### src/rtl/ycbcr_thresh_ctrl.sv
// Threshold shadow/commit controller and per-frame mask statistics for the YCbCr skin-mask stage.
// Thresholds and published results change only at the frame-boundary commit cycle.
module ycbcr_thresh_ctrl (
    input  logic        clk,
    input  logic        rst_n,
    input  logic        cfg_wr_en,
    input  logic [2:0]  cfg_addr,
    input  logic [7:0]  cfg_wdata,
    input  logic        per_frame_vsync,
    input  logic        per_frame_href,
    input  logic        per_frame_clken,
    input  logic        mask_in,
    output logic [7:0]  cb_min,
    output logic [7:0]  cb_max,
    output logic [7:0]  cr_min,
    output logic [7:0]  cr_max,
    output logic [19:0] hit_cnt,
    output logic [9:0]  bbox_x_min,
    output logic [9:0]  bbox_x_max,
    output logic [9:0]  bbox_y_min,
    output logic [9:0]  bbox_y_max,
    output logic        bbox_valid,
    output logic        frame_done,
    output logic        cfg_pending
);

    localparam logic [7:0] CB_MIN_RST = 8'd179;
    localparam logic [7:0] CB_MAX_RST = 8'd255;
    localparam logic [7:0] CR_MIN_RST = 8'd97;
    localparam logic [7:0] CR_MAX_RST = 8'd108;
    localparam logic [9:0] COORD_MAX  = 10'd1023;

    typedef enum logic [1:0] {S_IDLE, S_WAIT, S_FRAME, S_COMMIT} state_t;

    state_t      state;
    state_t      state_nxt;
    logic        enable;
    logic        prev_frame;
    logic [7:0]  cb_min_sh;
    logic [7:0]  cb_max_sh;
    logic [7:0]  cr_min_sh;
    logic [7:0]  cr_max_sh;
    logic        vs_d;
    logic        href_d;
    logic [9:0]  x_cnt;
    logic [9:0]  y_cnt;
    logic [19:0] acc_cnt;
    logic [9:0]  acc_x_min;
    logic [9:0]  acc_x_max;
    logic [9:0]  acc_y_min;
    logic [9:0]  acc_y_max;

    logic        frame_start;
    logic        href_fall;
    logic        commit;
    logic        publish;
    logic        pix_vld;
    logic        pix_hit;
    logic        acc_clr;
    logic        in_frame;

    function automatic logic [9:0] sat_inc10(input logic [9:0] v);
        return (v == 10'h3FF) ? v : v + 10'd1;
    endfunction

    function automatic logic [19:0] sat_inc20(input logic [19:0] v);
        return (v == 20'hFFFFF) ? v : v + 20'd1;
    endfunction

    assign frame_start = per_frame_vsync & ~vs_d;
    assign href_fall   = href_d & ~per_frame_href;

    // FSM: state register
    always_ff @(posedge clk or negedge rst_n) begin
        if (!rst_n) begin
            state      <= S_IDLE;
            prev_frame <= 1'b0;
        end else begin
            state      <= state_nxt;
            prev_frame <= (state == S_FRAME);
        end
    end

    // FSM: next state; clearing enable wins from every state
    always_comb begin
        state_nxt = state;
        if (!enable) begin
            state_nxt = S_IDLE;
        end else begin
            case (state)
                S_IDLE:   state_nxt = S_WAIT;
                S_WAIT:   if (frame_start) state_nxt = S_COMMIT;
                S_FRAME:  if (frame_start) state_nxt = S_COMMIT;
                S_COMMIT: state_nxt = S_FRAME;
                default:  state_nxt = S_IDLE;
            endcase
        end
    end

    // FSM: decoded controls
    always_comb begin
        commit   = (state == S_COMMIT);
        in_frame = (state == S_FRAME);
        publish  = commit & prev_frame;
        acc_clr  = commit | (state == S_IDLE);
        pix_vld  = in_frame & per_frame_clken & per_frame_href;
        pix_hit  = pix_vld & mask_in;
    end

    // Config: shadow written by the host, active copied only at commit.
    // A write in the commit cycle lands after the copy and stays pending.
    always_ff @(posedge clk or negedge rst_n) begin
        if (!rst_n) begin
            cb_min_sh   <= CB_MIN_RST;
            cb_max_sh   <= CB_MAX_RST;
            cr_min_sh   <= CR_MIN_RST;
            cr_max_sh   <= CR_MAX_RST;
            cb_min      <= CB_MIN_RST;
            cb_max      <= CB_MAX_RST;
            cr_min      <= CR_MIN_RST;
            cr_max      <= CR_MAX_RST;
            enable      <= 1'b0;
            cfg_pending <= 1'b0;
        end else begin
            if (commit) begin
                cb_min <= cb_min_sh;
                cb_max <= cb_max_sh;
                cr_min <= cr_min_sh;
                cr_max <= cr_max_sh;
            end
            if (cfg_wr_en) begin
                case (cfg_addr)
                    3'd0:    cb_min_sh <= cfg_wdata;
                    3'd1:    cb_max_sh <= cfg_wdata;
                    3'd2:    cr_min_sh <= cfg_wdata;
                    3'd3:    cr_max_sh <= cfg_wdata;
                    3'd4:    enable    <= cfg_wdata[0];
                    default: ;
                endcase
            end
            if (cfg_wr_en && (cfg_addr <= 3'd3))
                cfg_pending <= 1'b1;
            else if (commit)
                cfg_pending <= 1'b0;
        end
    end

    // Frame timing edge detectors and pixel coordinates
    always_ff @(posedge clk or negedge rst_n) begin
        if (!rst_n) begin
            vs_d   <= 1'b0;
            href_d <= 1'b0;
            x_cnt  <= '0;
            y_cnt  <= '0;
        end else begin
            vs_d   <= per_frame_vsync;
            href_d <= per_frame_href;
            if (in_frame) begin
                if (href_fall) begin
                    x_cnt <= '0;
                    y_cnt <= sat_inc10(y_cnt);
                end else if (pix_vld) begin
                    x_cnt <= sat_inc10(x_cnt);
                end
            end else if (acc_clr) begin
                x_cnt <= '0;
                y_cnt <= '0;
            end
        end
    end

    // Hit accumulators use pre-increment coordinates
    always_ff @(posedge clk or negedge rst_n) begin
        if (!rst_n) begin
            acc_cnt   <= '0;
            acc_x_min <= COORD_MAX;
            acc_x_max <= '0;
            acc_y_min <= COORD_MAX;
            acc_y_max <= '0;
        end else if (acc_clr) begin
            acc_cnt   <= '0;
            acc_x_min <= COORD_MAX;
            acc_x_max <= '0;
            acc_y_min <= COORD_MAX;
            acc_y_max <= '0;
        end else if (pix_hit) begin
            acc_cnt <= sat_inc20(acc_cnt);
            if (x_cnt < acc_x_min) acc_x_min <= x_cnt;
            if (x_cnt > acc_x_max) acc_x_max <= x_cnt;
            if (y_cnt < acc_y_min) acc_y_min <= y_cnt;
            if (y_cnt > acc_y_max) acc_y_max <= y_cnt;
        end
    end

    // Published results of the last completed frame
    always_ff @(posedge clk or negedge rst_n) begin
        if (!rst_n) begin
            hit_cnt    <= '0;
            bbox_x_min <= COORD_MAX;
            bbox_x_max <= '0;
            bbox_y_min <= COORD_MAX;
            bbox_y_max <= '0;
            bbox_valid <= 1'b0;
            frame_done <= 1'b0;
        end else begin
            frame_done <= publish;
            if (publish) begin
                hit_cnt    <= acc_cnt;
                bbox_x_min <= acc_x_min;
                bbox_x_max <= acc_x_max;
                bbox_y_min <= acc_y_min;
                bbox_y_max <= acc_y_max;
                bbox_valid <= (acc_cnt != 20'd0);
            end
        end
    end

endmodule

### config.mk
export PLATFORM = sky130hd
export DESIGN_NAME = ycbcr_thresh_ctrl
export DESIGN_NICKNAME = d
export VERILOG_FILES = /design/src/rtl/ycbcr_thresh_ctrl.sv
export SDC_FILE = /design/constraint.sdc
export NUM_CORES = 1
export LEC_CHECK = 0
export CORE_MARGIN = 4
export CORE_UTILIZATION = 35
export CTS_BUF_LIST = sky130_fd_sc_hd__clkbuf_16
export CTS_CLUSTER_SIZE = 28
export DETAILED_ROUTE_END_ITERATION = 10
export GPL_ROUTABILITY_DRIVEN = 0
export GPL_TIMING_DRIVEN = 0
export REMOVE_ABC_BUFFERS = 1
export SYNTH_ARGS = -nofsm -noshare
export SYNTH_HDL_FRONTEND = slang
export SYNTH_SLANG_ARGS = --single-unit
### constraint.sdc
create_clock -name clk -period 2.5 [get_ports clk]
set_input_delay 0.75 -clock clk [delete_from_list [all_inputs] [get_ports clk]]
set_output_delay 0.75 -clock clk [all_outputs]
set_load 0.05 [all_outputs]
Word level (Yosys, flattened, before mapping)
Cells that the tools add are included.
{ "word_totals": {"latchBits": 0, "ff_bits": 213, "rom_bits": 0, "mem_bits_rw": 0, "elab_cells": 113, "input_bits": 18, "n_memories": 0} }
{ "classes": {"shift": 0, "addsub": 3, "muxes": 28, "n_eq_ne": 16, "mul": 0, "magnitude_cmp": 5, "n_reduce_logical": 24, "div_mod_pow": 0, "bitwise_logic": 9} }
{ "ops": {"columns": ["op", "n"], "rows": [
  ["10-bit two-way mux", 20],
  ["20-bit two-way mux", 3],
  ["10-bit by 1-bit adder with 10-bit output, second input constant", 2],
  ["20-bit by 1-bit adder with 20-bit output, second input constant", 1],
  ["10-bit equality test, second input constant", 2],
  ["20-bit equality test, second input constant", 1],
  ["10-bit greater-than comparator", 2],
  ["10-bit less-than comparator", 2],
  ["2-bit AND reduction", 10],
  ["20-bit nonzero test", 1],
  ["2-bit nonzero test", 7],
  ["1-bit AND", 6],
  ["3-bit by 2-bit equality test with 1-bit output, second input constant", 2],
  ["2-bit inequality test, second input constant", 3],
  ["3-bit inequality test, second input constant", 2],
  ["2-bit case mux with 3 select lines", 1],
  ["3-bit AND reduction", 2],
  ["2-bit equality test, second input constant", 2],
  ["2-bit two-way mux", 2],
  ["3-bit by 1-bit equality test with 1-bit output, second input constant", 1],
  ["3-bit equality test, second input constant", 1],
  ["3-bit by 2-bit less-or-equal comparator with 1-bit output, second input constant", 1],
  ["3-bit zero test", 1],
  ["3-bit by 2-bit inequality test with 1-bit output, second input constant", 1],
  ["7 further kinds", 9]
]} }

Logic depth before layout (Yosys ltp)
Gate-level depths: netlist of the first run.
{ "depth": {"depth_word": 6, "mapped_depth": 8, "ltp_nobuf": 7} }

Worst setup path before layout of the first run
Ideal clock, no wire load.
{ "synth_timing": {"kind": "flip-flop to flip-flop", "startpoint": "register state[0]", "endpoint": "register acc_cnt[11]", "path_stages_with_launch": 8, "slack_ns": 0.393, "setup_ns": 0.078, "arrival_time_ns": 2.029, "n_path_buf": 0, "cell_sequence": "dfrtp_1 inv_1 ha_1 nand4_4 a2111oi_4 o31ai_4 or3_2 a21oi_1"} }
{ "synth_between": {"elab_chain_cells": 6, "elab_cells_between_ends": 11} }
{ "synth_lines": {"columns": ["item", "line_no", "rtl"], "rows": [
  ["from (decl)", "35", "state_t state;"],
  ["from (signal assigned)", "79", "state <= state_nxt;"],
  ["2-bit equality test", "103", "in_frame = (state == S_FRAME);"],
  ["named net in_frame", "60", "logic in_frame;"],
  ["1-bit AND (2 in series)", "106", "pix_vld = in_frame & per_frame_clken & per_frame_href;"],
  ["1-bit AND", "107", "pix_hit = pix_vld & mask_in;"],
  ["2-bit nonzero test (no source line)", null, null],
  ["2-bit AND reduction (no source line)", null, null],
  ["to (signal assigned)", "187", "acc_cnt <= sat_inc20(acc_cnt);"],
  ["to (decl)", "47", "logic [19:0] acc_cnt;"]
]} }
The timed path passes the listed nets, and every way through them passes these cells.
A chain may end at the register's enable or synchronous reset.

Worst setup path in the final report of the first run
{ "layout_timing": {"startpoint": "register cb_min[6]", "endpoint": "output port cb_min[6]"} }
{ "layout_lines": {"columns": ["item", "line_no", "rtl"], "rows": [
  ["from (decl)", "13", "output logic [7:0] cb_min,"],
  ["from (signal assigned)", "126", "cb_min <= cb_min_sh;"]
]} }
No word-level cell between the ends.

==> results of run 1 <==
[registers in the layout (all words and copies together), names as in the netlist, 10 cells and up]
register and count:
acc_cnt 20, hit_cnt 20, acc_x_max 10, acc_x_min 10, acc_y_max 10, acc_y_min 10
bbox_x_max 10, bbox_x_min 10, bbox_y_max 10, bbox_y_min 10, x_cnt 10, y_cnt 10
[cell type report]
type / count / area, um^2 / area share, %
well taps: 384 / 480 / 3.83
inverters: 49 / 191 / 1.53
clock buffers: 27 / 676 / 5.39
multi-input cells: 609 / 4390 / 35.0
repair buffers: 125 / 1260 / 10.1
flip-flops and latches: 213 / 5430 / 43.3
clock inverters: 21 / 120 / 0.957
[cells in the final DEF, fill, tap and decap left out, types with 6 or more instances in the layout]
cell type / n
a21oi_1: 12
buf_4: 8
clkbuf_16: 28
clkdlybuf4s50_1: 63
clkinv_2: 9
dfrtp_1: 133
dfstp_2: 80
dlygate4sd2_1: 42
dlymetal6s2s_1: 6
ha_1: 44
inv_1: 53
mux2_2: 88
mux2i_1: 45
nand2_1: 125
nand2b_1: 9
nand3_1: 27
nand4_1: 7
nor2_1: 68
nor3_1: 8
nor4_1: 8
o211ai_1: 6
o21ai_0: 67
xnor2_1: 8
[worst paths after layout]
path                       cells past startpoint       endpoint          start  slack [ns]
max in group asynchronous                      2      cr_max[1]          rst_n        1.20
max reg2reg                                    8     acc_cnt[3]       state[1]        0.16
min in group clk                               2  bbox_x_max[9]  bbox_x_max[9]        0.47
min reg2reg                                    2  bbox_x_max[9]  bbox_x_max[9]        0.47
min                                            1   acc_x_max[3]          rst_n        0.23
max                                            1      cb_min[6]      cb_min[6]        0.06
[per-layer routing]
metal	up-vias	global-route usage, %	routed length [um]
met5	-	0	0
met4	0	3.19	474
met3	34	3.16	1050
met2	107	22.7	10600
met1	3414	18.9	9970
li1	3406	-	-
[metrics by stage]
stage	area [um^2]	TNS (ns)
after global placement	11600	-1841.07
after CTS	12400	0
after floorplan	9950	-66.04
after global routing	12500	0
final	12500	0
after detailed placement	11700	-42.08
[what timing repair did]
item                                    in CTS  in global routing
gates resized for setup                     52                  7
gates cloned                                 0                  1
pin swaps                                    1                  4
setup buffers                                1                  7
endpoints found under the setup margin     110                 37
[where the power goes]
| group | switching, mW | internal (mW) | total (mW) |
|---|---|---|---|
| Clock | 1.42 | 2.04 | 3.46 |
| Sequential | 0.343 | 4.35 | 4.69 |
| Combinational | 3.04 | 1.36 | 4.40 |
| Total | 4.80 | 7.75 | 12.6 |
[kinds of logic (layout without fill, tap and decap cells)]
kind of cell / Yosys count / in the layout
AO/OA/AOI/OAI: 126 / 126
XOR/XNOR: 12 / 12
adder cells (fa/ha/maj): 47 / 47
buffers and inverters: 90 / 222
flip-flops: 213 / 213
multiplexers: 133 / 133
AND/OR/NAND/NOR: 291 / 291
==> metrics, run 1 <==
die area 31,700 um^2; Die Height between 150 and 200 um; largest net degree at the start of global routing roughly 120; post-synth top area share around a third; DP Cell Count 1,371; Synth Area in Simple Gates between 10% and 20%; post-layout min period approximately 2.4 ns; clk buf depth 3; Hold Vio Cnt, Final 0; RSZ-0062 raised after global routing no; post-synthesis cell count 912; CP max stage delay about 0.8 ns; FFs w/ async S/R, synth 100%; Post-DP HPWL between 10 and 15 mm; Peak VDD IR between 0.0006 and 0.0007 V; flops & latches, synth between 200 and 250; CP max-delay cell clkdlybuf4s50_1; DP Worst Slack -0.932 ns; Commonest cells post-synth dfrtp_1 (133), nand2_1 (126), mux2_2 (88); post-synth cell types 63; GRT overflow 0; crit path max fanout 2; nets@finish between 1,000 and 1,500; Slew @ Worst Pin between 0.9 and 1 ns; filler cell count about 2,700; Post-synth EDFFs 0; CTS tree done; arrival time at the worst endpoint 1.69 ns; Final Util a little over two fifths; clock root cell clkbuf_16; Core Region ~29,000 um^2; final worst-path cycle share a little over nine tenths; status finished clean; H-tree depth 1; # diodes 0; Synth Area in Compound Gates between 8 and 9%; max_slew headroom between 30% and 40%; clock-pin slew on the worst setup and hold paths ~0.050 ns; Avg Cell Area, Syn between 10 and 15 um^2; global-route wire length before repair around 36 mm; Die W about 180 um; Hold Buf Count CTS 0; leak pwr ~5.6 nW; worst min path class primary input to asynchronous set/reset pin; routed len/inst 15.5 um; vias in the first global route slightly below 7,000; count leader, synth dfrtp_1; FP Rows 62; Synth area leader dfrtp_1; drt drc 0; final worst setup slack about 0.056 ns; Seq/Total Area, Yosys around 54%; WP buf/inv 1; vias per std cell between 4 and 5; fin cells between 1,000 and 1,500; Post-Route WL 22.1 mm; worst path required time ~1.8 ns; Area Overhead vs Synth 23.8%; adder-cell share of the synthesized area slightly below 6%; Final Power 12.6 mW; Vias roughly 7,000; Initial Util 35.4%; Synth Flop Type dfrtp_1; kind of start point of the critical path flip-flop; initial drt markers ~280; cts bufs inserted 26; Post-Syn Area 10,100 um^2; total track usage 13.9%; Max Transition Viols Final 0; combinational family with the most area after synthesis multiplexers; I/O pin count around 110; post-synthesis mux area share 14.2%; Setup Viol. Count Final 0; First-pass DRT Iterations 4; Max Fclk approximately 410 MHz; Crit. End Element primary output; critical path type flip-flop to primary output; number of max-cap violations 0; hold_ws around 0.23 ns; Setup Skew approximately 0.014 ns; clk sinks 213; main area contributors after synthesis dfrtp_1 (33%), dfstp_2 (21%), mux2_2 (9.8%); clock latency on the worst-skew pair between 0.5 and 0.6 ns; Cell Chain, Critical Path clkdlybuf4s50_1; Top Family by Delay on Critical Path buffers and inverters; PD cells about 1000 nW/um^2; ANT nets after route 0; initial antenna violation count 1; synth warn 0; layout cell share with drive strength beyond 1 a little under a quarter; XOR/XNOR share of the synthesized area 1.04%; PortBufs about 110
(Power assumes the default switching activity.)
==> run 2: changes to the inputs <==
--- a/config.mk
+++ b/config.mk
@@ -5,6 +5,7 @@
 export SDC_FILE = /design/constraint.sdc
 export NUM_CORES = 1
 export LEC_CHECK = 0
+export CORE_ASPECT_RATIO = 0.8
 export CORE_MARGIN = 4
 export CORE_UTILIZATION = 35
 export CTS_BUF_LIST = sky130_fd_sc_hd__clkbuf_16
@@ -16,3 +17,4 @@
 export SYNTH_ARGS = -nofsm -noshare
 export SYNTH_HDL_FRONTEND = slang
 export SYNTH_SLANG_ARGS = --single-unit
+export TNS_END_PERCENT = 100
==> metrics, run 2 (synthesis gave the netlist of run 1 again) <==
status finished clean; most common cell after layout, fill and taps aside dfrtp_1; Post-DP HPWL about 15 mm; area post-placement 11,700 um^2; DP Cell Count between 1,000 and 1,500; Hold Buf Count CTS 0; clock root cell clkbuf_16; worst reg2reg startpoint state[0]; WP buf/inv 1; Die Height about 160 um; filler cell count around 2,700; nets@finish 1,093; crit path max fanout 2; Peak VDD IR around 0.00047 V; Post-Route WL 22.4 mm; global-route wire length before repair around 38 mm; kind of start point of the critical path flip-flop; multi-input logic area about 4400 um^2; die area 31,800 um^2; initial drt markers around 240; PortBufs approximately 110; CP max stage delay approximately 0.85 ns; number of max-cap violations 0; PD cells 984 nW/um^2; routed len/inst between 15 and 20 um; vias per std cell around 4.9; met3 usage under 10%; busiest grt layer met2; I/O pin count between 100 and 150; setup_tns 0 ns; Reg2Reg Depth 8; clk buf depth 3; Cell Chain, Critical Path clkdlybuf4s50_1; clock latency on the worst-skew pair about 0.52 ns; First-pass DRT Iterations 4; Vias 6,899; Final Util around 44%; worst path required time about 1.8 ns; drt drc 0; cts bufs inserted 24; Setup Skew around 0.014 ns; arrival time at the worst endpoint around 1.7 ns; FP Rows 55; fin cells roughly 1,400; Die W 198 um; final worst-path cycle share a little over nine tenths; Max Fclk approximately 410 MHz; vias in the first global route 7,053; Crit. End Element primary output; Initial Util about 36%; leak pwr 5.50 nW; largest net degree at the start of global routing between 90 and 100; commonest cells after routing, fill and taps aside dfrtp_1 (132), nand2_1 (125), mux2_2 (88), dfstp_2 (80), nor2_1 (68); Setup Viol. Count Final 0; largest registers acc_cnt x20, hit_cnt x20; initial antenna violation count 0; worst min path class primary input to asynchronous set/reset pin; Core Region 28,400 um^2; Hold Vio Cnt, Final 0; grt met1 use a little over a fifth; ANT nets after route 0; GRT overflow 0; final std cell area, no fill 12,500 um^2; final worst setup slack between 0.04 and 0.05 ns; Area Overhead vs Synth 23.6%; Max Transition Viols Final 0; R2R setup slack around 0.12 ns; clock-pin slew on the worst setup and hold paths approximately 0.06 ns; CP max-delay cell clkdlybuf4s50_1; met2 GRT Util between 20 and 25%; max_slew headroom about a third; # diodes 0; CTS tree done; layout cell share with drive strength beyond 1 between 20% and 30%; FF+latch area ~5400 um^2; Top Family by Delay on Critical Path buffers and inverters; critical path type flip-flop to primary output; DP Worst Slack -0.940 ns; H-tree depth 1; Slew @ Worst Pin ~1.0 ns; RR Endpoint acc_cnt[12]; total track usage between 10% and 20%; post-layout min period 2.45 ns; clk sinks 213
run 2: changes by cell type in the layout (fill, tap and decap cells not counted), sizes merged, moves of 2 or more:
cell	previous run	this run
clkbuf	28	25
clkinv	14	12
dlymetal6s2s	6	0
dlygate4sd2	42	44
clkdlybuf4s50	63	67
buf	13	20
run 2: how the worst max path moves through the flow:
stage                   startpoint             to  slack [ns]  cells past startpoint
floorplan                 state[0]  bbox_x_max[0]       -1.13                      4
global placement             rst_n     hit_cnt[8]       -8.59                      1
detailed placement        state[0]   acc_y_max[7]       -0.94                      7
CTS                    hit_cnt[12]    hit_cnt[12]        0.01                      1
global route        per_frame_href     acc_cnt[9]       -0.01                      7
finish                 hit_cnt[12]    hit_cnt[12]        0.05                      1
run 2: per-layer routing:
metal  up-vias  wire (um)  part of all wire [%]
li1       3408          -                     -
met1      3366      11000                    49
met3        34        734                   3.3
met5         -          0                     0
met2        91      10200                    46
met4         0        472                   2.1
run 2: timing repair:
action | in CTS | in global routing
gates resized for setup | 55 | 5
pin swaps | 3 | 5
endpoints found under the hold margin | 0 | 0
buffers inserted | 3 | 11
endpoints found under the setup margin | 117 | 30
run 2: area by class of cell:
cell class	count	area share (%)
inverter	49	1.51
timing repair buffer	131	10.4
tap	370	3.70
sequential	213	43.4
clock buffer	25	4.99
multi-input combinational	609	35.2
clock inverter	19	0.829
run 2: through the flow:
step	hold WS, ns	power (mW)
2_1_floorplan	0.454	7.67
3_3_place_gp	0.462	9.13
3_5_place_dp	0.469	9.27
4_1_cts	0.142	12.5
5_1_grt	0.159	13.1
6_report	0.135	12.3
run 2: power breakdown:
group	internal, mW	total, mW	leakage (nW)	switching, mW
combinational	1.33	4.35	2.48	3.02
clock	1.90	3.28	0.385	1.38
sequential	4.35	4.71	2.64	0.357
